$ cat config.mk
export PLATFORM = sky130hd
export DESIGN_NAME = calendar
export DESIGN_NICKNAME = d
export VERILOG_FILES = /design/src/rtl/calendar.sv
export SDC_FILE = /design/constraint.sdc
export NUM_CORES = 1
export LEC_CHECK = 0
export BUFFER_PORTS_ARGS = -buffer_cell sky130_fd_sc_hd__buf_2
export CORE_MARGIN = 3
export CORE_UTILIZATION = 56
export DETAILED_ROUTE_END_ITERATION = 6
export GPL_TIMING_DRIVEN = 0
export PLACE_DENSITY_LB_ADDON = 0.08
export SYNTH_ARGS = -nofsm -noshare
export SYNTH_HDL_FRONTEND = slang
export SYNTH_SLANG_ARGS = --single-unit
$ cat constraint.sdc
create_clock -name clk_1hz -period 4.2 [get_ports clk_1hz]
set_input_delay 1.26 -clock clk_1hz [delete_from_list [all_inputs] [get_ports clk_1hz]]
set_output_delay 1.26 -clock clk_1hz [all_outputs]
set_load 0.05 [all_outputs]
$ cat src/rtl/calendar.sv
// calendar: day/month/year keeper advanced on the midnight hour rollover,
// with date load, pause and per-field manual adjust, plus BCD digit outputs.
module calendar #(
   parameter int unsigned RESET_DAY   = 31,
   parameter int unsigned RESET_MONTH = 12,
   parameter int unsigned RESET_YEAR  = 24
) (
   input  logic        clk_1hz,
   input  logic        date_reset,
   input  logic [4:0]  hour_in,
   input  logic        date_pause,
   input  logic        date_set,
   input  logic [15:0] date_in,
   input  logic        day_inc,
   input  logic        day_dec,
   input  logic        month_inc,
   input  logic        month_dec,
   input  logic        year_inc,
   input  logic        year_dec,
   output logic [4:0]  day_out,
   output logic [3:0]  month_out,
   output logic [6:0]  year_out,
   output logic [3:0]  day_1s,
   output logic [3:0]  day_10s,
   output logic [3:0]  mon_1s,
   output logic [3:0]  mon_10s,
   output logic [3:0]  yr_1s,
   output logic [3:0]  yr_10s,
   output logic        new_day
);

   logic [4:0] prev_hour;
   logic       rollover;

   logic [3:0] set_month;
   logic [6:0] set_year;
   logic [4:0] set_len;
   logic [4:0] set_day;

   logic [4:0] adv_day;
   logic [3:0] adv_month;
   logic [6:0] adv_year;
   logic [4:0] cur_len;

   logic [6:0] man_year;
   logic [3:0] man_month;
   logic [4:0] man_len;
   logic [4:0] man_day;
   logic       my_btn;

   // Days in month m of year 2000+y; every multiple-of-4 year in range is leap.
   function automatic logic [4:0] month_len(input logic [3:0] m, input logic [6:0] y);
      logic [4:0] len;
      case (m)
         4'd4, 4'd6, 4'd9, 4'd11: len = 5'd30;
         4'd2:                    len = (y[1:0] == 2'd0) ? 5'd29 : 5'd28;
         default:                 len = 5'd31;
      endcase
      return len;
   endfunction

   assign rollover = (prev_hour == 5'd23) && (hour_in == 5'd0);
   assign cur_len  = month_len(month_out, year_out);

   // Clamp a loaded date into a valid calendar date.
   always_comb begin
      set_month = date_in[8:5];
      if (set_month == 4'd0 || set_month > 4'd12) set_month = 4'd1;
      set_year = date_in[15:9];
      if (set_year > 7'd99) set_year = 7'd99;
      set_len = month_len(set_month, set_year);
      set_day = date_in[4:0];
      if (set_day == 5'd0)          set_day = 5'd1;
      else if (set_day > set_len)   set_day = set_len;
   end

   // Automatic advance by one day with month and year carry.
   always_comb begin
      adv_day   = day_out + 5'd1;
      adv_month = month_out;
      adv_year  = year_out;
      if (day_out >= cur_len) begin
         adv_day = 5'd1;
         if (month_out >= 4'd12) begin
            adv_month = 4'd1;
            adv_year  = (year_out >= 7'd99) ? 7'd0 : year_out + 7'd1;
         end else begin
            adv_month = month_out + 4'd1;
         end
      end
   end

   // Manual adjust: year, then month, then day clamped or wrapped in-month.
   always_comb begin
      man_year = year_out;
      if (year_inc && !year_dec)      man_year = (year_out >= 7'd99) ? 7'd0 : year_out + 7'd1;
      else if (year_dec && !year_inc) man_year = (year_out == 7'd0) ? 7'd99 : year_out - 7'd1;

      man_month = month_out;
      if (month_inc && !month_dec)      man_month = (month_out >= 4'd12) ? 4'd1 : month_out + 4'd1;
      else if (month_dec && !month_inc) man_month = (month_out <= 4'd1) ? 4'd12 : month_out - 4'd1;

      man_len = month_len(man_month, man_year);
      my_btn  = year_inc || year_dec || month_inc || month_dec;

      man_day = day_out;
      if (my_btn) begin
         if (day_out > man_len) man_day = man_len;
      end else if (day_inc && !day_dec) begin
         man_day = (day_out >= man_len) ? 5'd1 : day_out + 5'd1;
      end else if (day_dec && !day_inc) begin
         man_day = (day_out <= 5'd1) ? man_len : day_out - 5'd1;
      end
   end

   // Date registers: reset > set > (pause ? manual : rollover).
   always_ff @(posedge clk_1hz) begin
      if (date_reset) begin
         day_out   <= 5'(RESET_DAY);
         month_out <= 4'(RESET_MONTH);
         year_out  <= 7'(RESET_YEAR);
         new_day   <= 1'b0;
         prev_hour <= '0;
      end else begin
         prev_hour <= hour_in;
         new_day   <= 1'b0;
         if (date_set) begin
            day_out   <= set_day;
            month_out <= set_month;
            year_out  <= set_year;
         end else if (date_pause) begin
            day_out   <= man_day;
            month_out <= man_month;
            year_out  <= man_year;
         end else if (rollover) begin
            day_out   <= adv_day;
            month_out <= adv_month;
            year_out  <= adv_year;
            new_day   <= 1'b1;
         end
      end
   end

   assign day_10s = 4'(day_out / 5'd10);
   assign day_1s  = 4'(day_out % 5'd10);
   assign mon_10s = 4'(month_out / 4'd10);
   assign mon_1s  = 4'(month_out % 4'd10);
   assign yr_10s  = 4'(year_out / 7'd10);
   assign yr_1s   = 4'(year_out % 7'd10);

endmodule
* Word level (Yosys, flattened, before mapping)
Index checks and enable logic that the tools add are counted. Widths: inputs -> output; s select.
Storage, ports and cells: bits in registers 22, logic and storage cells 120
Cells by class: $lt $le $gt $ge 10, mux-type cells 38, reduce and logical (&&, ||, !) cells 35, eq/ne operators 19, add/sub/neg operators 6, div/mod/pow operators 6
Operators by type and width (number):
- $mux 7 | 10
- $mux 5 | 12
- $mux 4 | 9
- $eq 4x3->1 const B | 6
- $eq 4x4->1 const B | 6
- $eq 4x2->1 const B | 3
- $pmux 2 s2 | 3
- $reduce_or 4->1 | 3
- $ge 5x5->1 | 2
- $gt 5x5->1 | 2
- $logic_not 5->1 | 2
- $reduce_bool 3->1 | 3
- $add 7x1->7 const B | 1
- $div 7x4->7 const B | 1
- $ge 7x7->1 const B | 1
- $gt 7x7->1 const B | 1
- $logic_and 1x1->1 | 7
- $logic_not 7->1 | 1
- $mod 7x4->7 const B | 1
- $sub 7x1->7 const B | 1
- $logic_not 1->1 | 6
- $logic_not 2->1 | 3
- $reduce_and 3->1 | 2
- $add 5x1->5 const B | 1
- other kinds (21) | 27

* Depth between registers and ports, before layout
Gate-level depths: netlist of run 1.
word-level depth 13, mapped depth 16

* Worst setup path before layout of run 1
Ideal clock, no wire load.
kind reg-to-output, start point reg year_out[5], end point out yr_1s[2], path buffers 2, path slack -1.340 ns, stages on the path, launching flop included 15, data arrival time 4.280 ns, path through dfxtp_1 clkbuf_1 inv_1 or3_1 nor2_1 a32oi_1 o21a_1 ha_1 clkbuf_1 nand2b_1 a21oi_1 o22ai_1 a21oi_1 o211ai_1 mux2i_1
Between the ends: cells in the longest elaborated chain, start to end 1
Ends and longest elaborated chain:
- start: declaration | line 22 | output logic [6:0] year_out,
- start signal: assignment | line 121 | year_out <= 7'(RESET_YEAR);
- start signal: assignment | line 130 | year_out <= set_year;
- start signal: assignment | line 134 | year_out <= man_year;
- $mod 7x4->7 | line 149 | assign yr_1s = 4'(year_out % 7'd10);
- end: declaration | line 27 | output logic [3:0] yr_1s,
No other way between the ends.

* Worst setup path in the final report of run 1
start point reg year_out[3], end point out yr_1s[1]
The elaborated chain is that of the path after synthesis.

==> reports/metrics.cfg, run 1 <==
[floorplan]
dieHeight_um=81.0
rows=26
die_w_um=81.0
core_area_sq_um=5270
start_util_pct=59.7
fp.dieArea_sq_um=6550
io_pins=72

[global_route]
busiest_layer=met2
use_met2_pct=46.8
grt_pass1_wl_um=15600
antenna_found_initial=0
grt.overflow.total=0
grt_use_met1_pct=40.7
grt_pass1_vias=3327
grt_util_met3_pct=3.88
grt_max_degree=14
grt_usage_pct=29.3

[clocking]
cts_root_buf=clkbuf_8
clkSlewWorstSetupHoldPaths_ns=0.09
cts_sinks=22
clk_path_buf_depth=2
cts_made_buffers=3
cts_tree=done
postCtsHoldBufs=0
clk_latency_ns=0.27
htreeDepth=1

[setup_path]
critPathMaxStageDelay_ns=0.41
crit_family=buffers and inverters
cp_data_required_time_ns=2.94
cp_max_fo=10
critPathSlowestCell=dfxtp_4
cp-end-kind=primary output
path_buf_inv=5
critical_path.cell_chain=buf_4 > buf_6 > nor2_4 > a32oi_1 > o21a_1 > ha_4 > a21oi_1 > or3_1 > a21oi_1 > o211ai_1 > buf_4 > buf_4 > xnor2_2 > buf_6
cp_common_cell=buf_4
crit_type=reg -> out
startpoint_type=flip-flop
worstPathArrival_ns=2.94

[final_layout]
syn_to_final_growth_pct=22.0
antenna_cells=0
final_core_util_pct=72.9
nNetsFinal=581
stdcell_area_sq_um=3840
fin_cells=591
fillerInstances=448
drive_above_1_share_pct=25.0

[logic_synthesis]
yosys_warnings=0
synth_seq_cells=22
synthTopCellsByCount=nor2_1 (36), a21oi_1 (35), nand2_1 (35)
synth_edf_count=0
yosysTopAreaCell=dfxtp_1
ys_seq_area_share_pct=14.0
synth_top_area_share_pct=14.0
syn_area_per_cell_sq_um=7.09
synth_top_cells_by_area=dfxtp_1 (14%), ha_1 (11%), a21oi_1 (5.6%)
netlist_instances=444
syn-cell-area_sq_um=3150
synth_cell_type_count=69
synthArstFlopShare_pct=0
ys_dominant_reg_cell=dfxtp_1
yosysMostFrequentCell=nor2_1

[timing]
finalCriticalPeriod_ns=4.20
timing.slew.headroom_pct=30.4
finalSetupViolations=1
fin_crit_sh_pct=100
clock_skew_ns=0.00208
slew_violations=0
max_slew.worst_pin.slew_ns=1.04
max_freq_mhz=238
timing.final.ws_setup_ns=-0.00375
hold_slack_ns=0.622
hold_viol=0

[placement]
dp.cells=580
gp_congestion=0.974
placed_cell_area_sq_um=3630
portBuffers=62
hpwl_um=7110

[pwr]
swShare_pct=50.7
switchingPower_mw=0.664
p_seq_share_pct=20.3
irDropWorstVdd_mv=0.343
finalPower_mw=1.31
p_int_mw=0.646
clkPwrFrac_pct=15.6
p_leak_nw=1.72
pwr-share-comb_pct=64.1
powerDensity_nw_per_um2=341

[drt]
ant_nets=0
drt_iter0_markers=394
routedWlPerCell_um=16.4
wirelength_um=9690
vias=3784
drc_errors=0
dr.pass1.iters=5
avgViaCountPerCell=6.40

[job]
max_cap_viol_count=0

[run_status]
violations=negative setup slack
status=complete, but fails checks

[min_path]
hold_path.class=reg -> reg

## routing by layer
layer / part of all wire [%] / wire length [um] / up-vias
met2: 45 / 4370 / 247
met3: 9.8 / 954 / 22
met4: 2.0 / 197 / 0
met5: 0 / 0 / -
met1: 43 / 4170 / 1720
li1: - / - / 1795
## cell type report
type                       count  area, sq um  share of cell area (%)
multi-input combinational    364         2530                    65.9
tap                           70         87.6                    2.28
clock buffer                   3         41.3                    1.08
inverter                      28          110                    2.87
timing repair buffer          73          405                    10.6
clock inverter                 1         30.0                   0.782
buffer                        30          178                    4.63
sequential                    22          455                    11.9
## flip-flops by register name (all words and copies together) (netlist names)
signal,cells
day_out,5
year_out,7
new_day,1
prev_hour,5
month_out,4
## metrics by stage
stage               worst slack (ns)  TNS (ns)
finish                      -0.00375  -0.00375
global route                 -0.0601   -0.0601
CTS                          -0.0225   -0.0225
detailed placement            -0.233    -0.712
global placement              -0.195    -0.409
floorplan                     -0.698     -1.41
## power by group through the flow
stage | Combinational [mW] | Clock, mW | Sequential, mW
3_5_place_dp | 0.779 | 0 | 0.265
3_3_place_gp | 0.767 | 0 | 0.265
2_1_floorplan | 0.564 | 0 | 0.315
4_1_cts | 0.803 | 0.204 | 0.262
5_1_grt | 0.899 | 0.212 | 0.269
6_report | 0.839 | 0.205 | 0.265
## final timing paths
path	startpoint	to	slack [ns]	depth (start not counted)
min	month_out[1]	month_out[1]	0.62	1
min reg2reg	month_out[1]	month_out[1]	0.62	1
max	year_out[3]	yr_1s[1]	-0.004	14
max reg2reg	month_out[0]	day_out[2]	0.26	15
## kinds of logic after synthesis
group                      Yosys count  synth area share [%]
muxes                                6                  1.95
xor gates and xnor gates             5                  1.39
other                                1                 0.119
DFF                                 22                  14.0
adders and majority gates           29                  11.5
buffers and inverters               62                  8.59
and+or+nand+nor                    152                  24.6
AOI/OAI and AO/OA                  167                  37.9
## cell usage in the layout (no fill, tap or decap), types with 4 or more instances in the layout
master / netlist / final
o21a_1: 5 / 5
ha_1: 28 / 27
o311ai_0: 5 / 5
conb_1: 1 / 5
o31ai_1: 7 / 7
o22ai_1: 5 / 5
dfxtp_1: 22 / 16
a221oi_1: 6 / 5
inv_1: 26 / 24
nor2_1: 36 / 35
o211ai_1: 9 / 9
nand3_1: 11 / 11
buf_4: 8 / 21
clkbuf_1: 22 / 11
nand2_1: 35 / 35
a21o_1: 6 / 6
nor4_1: 4 / 4
or2_2: 4 / 4
a211oi_1: 9 / 9
o211a_1: 4 / 4
clkbuf_2: 0 / 4
a221o_1: 5 / 5
nand2b_1: 12 / 9
a21oi_1: 35 / 34
and3_1: 5 / 5
a31oi_1: 9 / 9
nor3_1: 9 / 9
buf_2: 0 / 60
nor3b_1: 4 / 4
o21ai_0: 24 / 24
nor2b_1: 17 / 15
buf_6: 1 / 5
## repair_timing
item,CTS,global route
hold endpoints to repair,0,0
pin swaps,5,5
buffers inserted,6,5
setup endpoints to repair,4,8
gates resized for setup,18,21
Note: power is estimated with default switching activity, not from simulation.
==> run 2: changes to the inputs <==
Settings changed: PLACE_DENSITY set to 0.93, PLACE_DENSITY_LB_ADDON 0.08 to unset.
==> run 2 against run 1 <==
Net effect: the run ends with design-rule violations, negative setup slack left; clock power about the same; first-iteration DRC count up 13%; critical path type unchanged; non-clock buffer count did not move; utilization increased by 1.2 points; largest power group unchanged; die area unchanged; worst hold slack worse by 0.00060 ns.
==> reports/metrics.cfg, run 2 (synthesis gave the netlist of run 1 again) <==
[drt]
wirelength_um=10500  ; +7.8%
vias=3890  ; +2.8%
drc_errors=1  ; +1
avgViaCountPerCell=6.58  ; +2.8%
ant_nets=0  ; unchanged
routedWlPerCell_um=17.7  ; +7.8%
drt_iter0_markers=444  ; +13%
dr.pass1.iters=7  ; +2

[timing]
max_freq_mhz=235  ; -1.3%
slew_violations=0  ; unchanged
max_slew.worst_pin.slew_ns=0.997  ; -0.0450 ns
hold_viol=0  ; unchanged
fin_crit_sh_pct=101  ; +1.3 points
tns_ns=-0.0591  ; -0.0554 ns
timing.slew.headroom_pct=33.4  ; +3.0 points
finalSetupViolations=1  ; unchanged
timing.final.ws_setup_ns=-0.0591  ; -0.0554 ns
finalCriticalPeriod_ns=4.26  ; +0.0554 ns
clock_skew_ns=0.0121  ; +0.00999 ns

[setup_path]
crit_type=reg -> out
startpoint_type=flip-flop
cp_data_required_time_ns=2.94  ; about the same
cp-end-kind=primary output
critPathMaxStageDelay_ns=0.46  ; +0.05 ns
critical_path.cell_chain=nand2b_4 > o21ai_0 > a21oi_1 > o21a_1 > ha_4 > a21oi_1 > or3_1 > a21oi_2 > o211ai_1 > buf_4 > buf_4 > xnor2_2 > buf_6
worstPathArrival_ns=3.00  ; +0.06 ns
cp_max_fo=9  ; -1
reg2reg_depth=15  ; unchanged
critPathSlowestCell=dfxtp_2

[final_layout]
layout_commonest_cell=buf_2
seqCellArea_sq_um=455  ; unchanged
syn_to_final_growth_pct=24.1
largest_reg_flops=7  ; unchanged
largestRegisters=year_out: 7 flops, day_out: 5 flops, prev_hour: 5 flops
nNetsFinal=581  ; unchanged
multi_input_area_sq_um=2570  ; +1.4%
fin_cells=591  ; unchanged
antenna_cells=0  ; unchanged
fillerInstances=417  ; -6.9%
final_core_util_pct=74.1  ; +1.2 points
layout_common_cells=buf_2 (60), nand2_1 (35), nor2_1 (35)
top_register=year_out
drive_above_1_share_pct=25.5  ; +0.58 points

[min_path]
hold_path.class=reg -> reg
holdPathStages=1  ; unchanged

[pwr]
finalPower_mw=1.33  ; +1.8%
swShare_pct=50.9  ; +0.24 points
pwr-share-comb_pct=64.7  ; +0.6 points
powerDensity_nw_per_um2=341  ; about the same
clkPwrFrac_pct=15.3  ; -0.3 points
irDropWorstVdd_mv=0.357  ; +4.0%
p_int_mw=0.654  ; +1.3%
switchingPower_mw=0.678  ; +2.2%
p_seq_share_pct=20.0  ; -0.3 points
p_leak_nw=1.75  ; +1.5%

[global_route]
grt.overflow.total=0  ; unchanged
grt_max_degree=14  ; unchanged
grt_pass1_vias=3450  ; +3.7%
antenna_found_initial=0  ; unchanged
grt_pass1_wl_um=15800  ; +1.6%
grt_usage_pct=29.4  ; +0.069 points

[run_status]
status=complete, but fails checks
violations=design-rule violations, negative setup slack

[clocking]
clk_path_buf_depth=2  ; unchanged
clkSlewWorstSetupHoldPaths_ns=0.09  ; about the same
clk_latency_ns=0.27  ; about the same
cts_root_buf=clkbuf_8
cts_tree=done
htreeDepth=1  ; unchanged
cts_made_buffers=3  ; unchanged
cts_sinks=22  ; unchanged

[floorplan]
fp.dieArea_sq_um=6550  ; unchanged
core_area_sq_um=5270  ; unchanged
rows=26  ; unchanged
io_pins=72  ; unchanged
dieHeight_um=81.0  ; unchanged
die_w_um=81.0  ; unchanged
start_util_pct=59.7  ; unchanged

[placement]
gp_congestion=0.939  ; -3.6%
hpwl_um=7150  ; +0.53%
portBuffers=62  ; unchanged
dp.cells=580  ; unchanged

[job]
max_cap_viol_count=0  ; unchanged

==> run 2: routing by layer <==
layer	GRT usage (%)	up-vias	wire length, um
li1	-	1805	-
met3	2.55	52	1050
met4	12.0	0	404
met1	38.2	1724	4030
met2	49.8	309	4970
met5	0	-	0
==> run 2: final cells by class <==
| class | count | area share, % |
|---|---|---|
| Multi-Input combinational cell | 364 | 65.8 |
| Clock buffer | 3 | 1.06 |
| Buffer | 30 | 5.06 |
| Clock inverter | 1 | 0.769 |
| Inverter | 28 | 2.76 |
| Timing Repair Buffer | 73 | 10.6 |
| Tap cell | 70 | 2.24 |
| Sequential cell | 22 | 11.7 |
==> run 2: worst paths after layout <==
kind	from	to	slack, ns
hold / removal	month_out[1]	month_out[1]	0.62
setup reg to reg	month_out[0]	day_out[2]	0.28
setup / recovery	year_out[6]	yr_1s[1]	-0.06
hold reg to reg	month_out[1]	month_out[1]	0.62
==> run 2: power groups by stage <==
stage,Combinational (mW),Sequential (mW),Clock [mW]
after floorplan,0.564,0.315,0
after global routing,0.918,0.270,0.213
after detailed placement,0.780,0.265,0
final,0.862,0.266,0.204
after CTS,0.811,0.264,0.207
after global placement,0.765,0.263,0
==> run 2: through the flow <==
stage                     worst slack [ns]  area, sq um  hold slack [ns]
after detailed placement            -0.182         3630            0.661
after global routing               -0.0858         3900            0.665
after floorplan                     -0.698         3230            0.551
after global placement              -0.126         3630            0.663
after CTS                          0.00319         3780            0.673
final                              -0.0591         3900            0.621
==> run 2: timing repair <==
item | 4_1_cts | 5_1_grt
gates resized for setup | 19 | 25
hold buffers | 0 | 0
setup endpoints to repair | 3 | 10
pin swaps | 2 | 3
buffers inserted | 4 | 7
==> run 2: worst max-delay path: cells and delay by family (launching register included) <==
family,cells,cell delay (ns)
and+or+nand+nor,2,0.56
buffers and inverters,3,0.48
xor gates and xnor gates,1,0.12
AOI/OAI and AO/OA,6,0.88
DFF,1,0.46
adders and majority gates,1,0.21
